`config.mk`:
```
export PLATFORM = sky130hd
export DESIGN_NAME = ram_arbiter
export DESIGN_NICKNAME = d
export VERILOG_FILES = /design/src/rtl/ram_arb_pkg.sv /design/src/rtl/rr_arb2.sv /design/src/rtl/ram_arbiter.sv
export SDC_FILE = /design/constraint.sdc
export NUM_CORES = 1
export LEC_CHECK = 0
export CAP_MARGIN = 20
export CORE_ASPECT_RATIO = 1.4
export CORE_MARGIN = 8
export CORE_UTILIZATION = 23
export CTS_CLUSTER_SIZE = 40
export DETAILED_ROUTE_END_ITERATION = 8
export PLACE_DENSITY = 0.91
export REMOVE_ABC_BUFFERS = 1
export SYNTH_ARGS = -nofsm -noshare
export SYNTH_HDL_FRONTEND = slang
export SYNTH_SLANG_ARGS = --single-unit
export TNS_END_PERCENT = 5
```
`constraint.sdc`:
```
create_clock -name clk -period 1.45 [get_ports clk]
set_clock_uncertainty 0.15 [all_clocks]
set_input_delay 0.29 -clock clk [delete_from_list [all_inputs] [get_ports clk]]
set_output_delay 0.29 -clock clk [all_outputs]
set_load 0.03 [all_outputs]
```
`src/rtl/ram_arb_pkg.sv`:
```
// Shared definitions for the two-port RAM arbiter: default widths, op encoding
// and the read-response tracker states.
package ram_arb_pkg;

    localparam int DATA_WIDTH_DEF = 16;
    localparam int ADDR_WIDTH_DEF = 10;

    localparam logic OP_READ  = 1'b0;
    localparam logic OP_WRITE = 1'b1;

    // Which port, if any, owns the RAM read data arriving this cycle.
    typedef enum logic [1:0] {
        NONE = 2'd0,
        RD0  = 2'd1,
        RD1  = 2'd2
    } trk_state_e;

endpackage : ram_arb_pkg

```
`src/rtl/rr_arb2.sv`:
```
// Two-way priority picker: a lone requester always wins; on contention the
// port that was not granted most recently (pointer = last winner) wins.
module rr_arb2 (
    input  logic [1:0] valid,
    input  logic       pointer,
    output logic [1:0] grant
);

    // NOTE: every output gets a default before the if, so no latch is inferred.
    always_comb begin
        grant = valid;
        if (valid == 2'b11) begin
            grant = pointer ? 2'b01 : 2'b10;
        end
    end

endmodule : rr_arb2

```
`src/rtl/ram_arbiter.sv`:
```
// Two-requester arbiter in front of a single-port RAM with 1-cycle read latency.
// Define RAM_ARB_RR_EN for round-robin contention; otherwise port 0 always wins.
module ram_arbiter
    import ram_arb_pkg::*;
#(
    parameter int DATA_WIDTH = DATA_WIDTH_DEF,
    parameter int ADDR_WIDTH = ADDR_WIDTH_DEF
) (
    input  logic                  clk,
    input  logic                  rst_n,

    input  logic                  req0_valid,
    input  logic                  req0_we,
    input  logic [ADDR_WIDTH-1:0] req0_addr,
    input  logic [DATA_WIDTH-1:0] req0_wdata,
    output logic                  req0_ready,
    output logic                  rsp0_valid,
    output logic [DATA_WIDTH-1:0] rsp0_rdata,

    input  logic                  req1_valid,
    input  logic                  req1_we,
    input  logic [ADDR_WIDTH-1:0] req1_addr,
    input  logic [DATA_WIDTH-1:0] req1_wdata,
    output logic                  req1_ready,
    output logic                  rsp1_valid,
    output logic [DATA_WIDTH-1:0] rsp1_rdata,

    output logic                  ram_request,
    output logic [ADDR_WIDTH-1:0] ram_addr,
    output logic [DATA_WIDTH-1:0] ram_write_data,
    input  logic [DATA_WIDTH-1:0] ram_read_data
);

    logic [1:0] valid_vec;
    logic [1:0] grant;
    logic       pointer;
    trk_state_e trk_d, trk_q;

    // ready is combinational, so reset must mask the request path directly.
    assign valid_vec = {req1_valid, req0_valid} & {2{rst_n}};

    rr_arb2 u_rr_arb2 (
        .valid   (valid_vec),
        .pointer (pointer),
        .grant   (grant)
    );

`ifdef RAM_ARB_RR_EN
    logic last_grant_d, last_grant_q;

    always_comb begin
        last_grant_d = last_grant_q;
        if (|grant) begin
            last_grant_d = grant[1];
        end
    end

    // NOTE: sequential state uses non-blocking assignments only.
    always_ff @(posedge clk or negedge rst_n) begin
        if (!rst_n) begin
            last_grant_q <= 1'b1;
        end else begin
            last_grant_q <= last_grant_d;
        end
    end

    assign pointer = last_grant_q;
`else
    assign pointer = 1'b1;
`endif

    assign req0_ready = grant[0];
    assign req1_ready = grant[1];

    always_comb begin
        ram_request    = OP_READ;
        ram_addr       = '0;
        ram_write_data = '0;
        if (grant[0]) begin
            ram_request    = req0_we;
            ram_addr       = req0_addr;
            ram_write_data = req0_wdata;
        end else if (grant[1]) begin
            ram_request    = req1_we;
            ram_addr       = req1_addr;
            ram_write_data = req1_wdata;
        end
    end

    always_comb begin
        trk_d = NONE;
        if (grant[0] && req0_we == OP_READ) begin
            trk_d = RD0;
        end else if (grant[1] && req1_we == OP_READ) begin
            trk_d = RD1;
        end
    end

    always_ff @(posedge clk or negedge rst_n) begin
        if (!rst_n) begin
            trk_q <= NONE;
        end else begin
            trk_q <= trk_d;
        end
    end

    assign rsp0_valid = (trk_q == RD0);
    assign rsp1_valid = (trk_q == RD1);
    assign rsp0_rdata = rsp0_valid ? ram_read_data : '0;
    assign rsp1_rdata = rsp1_valid ? ram_read_data : '0;

endmodule : ram_arbiter

```
==> results.md <==
- Status: finished, violations left
- Violated checks: negative setup slack
- WP depth: 3
- Synth Area in XOR/XNOR: 0%
- Slew margin rel.: 88.6%
- Slew @ Worst Pin: 172 ps
- Core area: 3880 um^2
- Detailed-routing wirelength on met1: 2110 um
- Num CTS Buffers: 3
- Drt pass-1 iters: 4
- Crit path from: trk_q[0]$_DFF_PN0_
- Initial antenna violation count: 0
- Initial DRC Count: 40
- Number of global-route vias before repair: 1786
- Multiplexer area fraction after synthesis: 0%
- Clock share of power: 21.3%
- I/O Pins: 137
- Fin crit share: 115%
- Diodes inserted: 0
- Number of H-tree levels: 1
- Synth Area in Simple Gates: 55.9%
- RD Place Congestion: 0.739
- Total track usage: 16.4%
- Area Overhead vs Synth: 185%
- Sequential-to-total area share from yosys stat: 5.48%
- CP bufs+invs: 1
- Hold Slack: 233 ps
- Chip width: 69.3 um
- Largest register FFs: 2
- Tot Pwr: 1.03 mW
- CP endpoint: rsp0_rdata[8]
- Mean Syn Cell Area: 6.72 um^2
- WL met3: 768 um
- Top Metal Used: met4
- Row cnt: 27
- RSZ-0062 raised after global routing: true
- First-pass GRT wire length: 8680 um
- Sw Ratio: 38.1%
- Internal power: 0.637 mW
- CP cell instances: and2b_2 > and2_1 > buf_6
- Yosys warns: 0
- Clock root buffer master: clkbuf_8
- Largest family of logic cells by synthesized area: simple AND/OR/NAND/NOR gates
- Fill count: 285
- CTS tree: built
- Clk slew on worst S/H paths: 30 ps
- Max-cap viol count: 0
- CP Data Required Time: 1010 ps
- NetSw: 0.393 mW
- Peak supply drop: 0.309 mV
- Final min period: 1660 ps
- Crit end category: output port
- Setup Slack @ Placement: -537 ps
- CP max stage cell: dfrtp_1
- Clk sink count: 2
- Via density: 4.84
- FMAX: 0.602 GHz
- Full die area: 6270 um^2
- CP max stage delay: 410 ps
- Netlist cell types: 19
- Worst-path fanout max: 8
- Crit path max-delay family: simple AND/OR/NAND/NOR gates
- Hold crit path type: primary input to flop
- Dpl cell area: 2160 um^2
- Final Cell Area: 2600 um^2
- Clk buf depth: 2
- Compound-Gate Fraction of Synth Area: 23.0%
- Worst setup margin: -212 ps
- Post-Synthesis Cells: 136
- Largest net degree at the start of global routing: 20
- Post-Route WL: 5570 um
- Total number of vias: 1572
- Fin. Hold Viols: 0
- GR Overflow Total: 0
- # DRC: 0
- Number of routed nets with antenna violations: 0
- FF+latch area: 50.0 um^2
- Share of cells above drive strength 1: 47.9%
- PwrDens: 396 nW/um^2
- IO Port Bufs: 136
- CP arrival: 1220 ps
- Reg power frac: 5.8%
- Final setup violation count: 59
- Worst setup SP type: flop
- WL/cell: 17.1 um
- WS Path Type: flop to output port
- Biggest regs: trk_q x2
- Number of synthesized register bits: 2
- WL met2: 2630 um
- Nets: 358
- Area of the multi-input gates: 811 um^2
- Final HPWL DP: 4220 um
- Reg with most FFs: trk_q
- Pleak: 1.17 nW
- Mapped Area: 913 um^2
- Starting Density: 23.5%
- Max Slew Vio Count: 0
- Die height: 90.6 um
- Comb power frac: 72.9%
- Adder-Cell Fraction of Synth Area: 0%
==> cell type report <==
type	instances	share of cell area [%]
Sequential cell	2	1.92
Multi-Input combinational cell	123	31.2
Clock buffer	3	1.59
Timing Repair Buffer	154	63.2
Tap cell	43	2.07
==> kinds of logic (layout without fill, tap and decap cells) <==
kind of cell	after synthesis	in the layout
and+or+nand+nor	94	96
AOI/OAI and AO/OA	27	27
buffers and inverters	13	157
DFF	2	2
==> power groups by stage <==
stage	clock [mW]	combinational (mW)	sequential [mW]
after global placement	0	0.647	0.0600
after global routing	0.237	0.797	0.0604
final	0.219	0.751	0.0602
after CTS	0.228	0.729	0.0604
after detailed placement	0	0.655	0.0601
after floorplan	0	0.250	0.0598
==> cells in the mapped netlist (all sizes together) <==
cell / count / area share [%]
and2: 33 / 23
and2b: 1 / 1.1
buf: 12 / 14
clkbuf: 1 / 1.5
dfrtp: 2 / 5.5
nand2: 28 / 12
nand2b: 1 / 1.5
nand3: 27 / 15
nor2: 1 / 0.41
nor2b: 2 / 2.2
nor3: 1 / 1.1
o21ai: 27 / 23
==> worst min-delay path by stage <==
stage | cells past startpoint | from | slack, ps | end
floorplan | 0 | rst_n | -160 | trk_q[0]$_DFF_PN0_
finish | 2 | req0_we | 230 | trk_q[0]$_DFF_PN0_
CTS | 2 | req0_we | 230 | trk_q[0]$_DFF_PN0_
detailed placement | 2 | rst_n | 650 | trk_q[1]$_DFF_PN0_
global route | 2 | req0_we | 230 | trk_q[0]$_DFF_PN0_
global placement | 2 | rst_n | 630 | trk_q[0]$_DFF_PN0_
==> cells in the final DEF (no fill, tap or decap) <==
| cell type | count |
|---|---|
| dlygate4sd2_1 | 4 |
| dfrtp_1 | 2 |
| o21ai_2 | 23 |
| nand3_2 | 4 |
| buf_8 | 2 |
| nor2b_1 | 1 |
| buf_4 | 17 |
| nor3_2 | 1 |
| and2_2 | 1 |
| buf_6 | 58 |
| nand2b_4 | 1 |
| nor2_1 | 1 |
| o21ai_4 | 1 |
| buf_16 | 1 |
| clkbuf_8 | 3 |
| nor2b_4 | 1 |
| clkdlybuf4s50_1 | 66 |
| dlygate4sd3_1 | 1 |
| and2_4 | 14 |
| nand3_1 | 23 |
| o21ai_1 | 3 |
| and2b_4 | 1 |
| nand2_1 | 28 |
| buf_12 | 5 |
| nand2b_2 | 1 |
| and2_1 | 18 |
| and2b_2 | 1 |
==> per-stage QoR <==
step                setup TNS (ps)  utilization, %  cells
detailed placement          -15970            55.6    313
global route                -10640            66.9    325
finish                       -8090            66.9    325
global placement            -14740            55.6    313
CTS                          -8140            64.8    324
floorplan                    -3510               -    123
==> per-layer routing <==
layer  track usage, %  up-vias
met2             27.2      123
li1                 -      751
met1             17.3      692
met4             3.95        0
met5                0        -
met3             9.35        6
==> what timing repair did <==
action                                 CTS  global route
endpoints found under the hold margin    2             0
setup endpoints to repair               65            61
setup buffers                            4             1
resized for setup                       91            23
gates cloned                             3             0
pin swaps                                6             8
hold buffers                             1             0
Note: power is estimated with default switching activity, not from simulation.
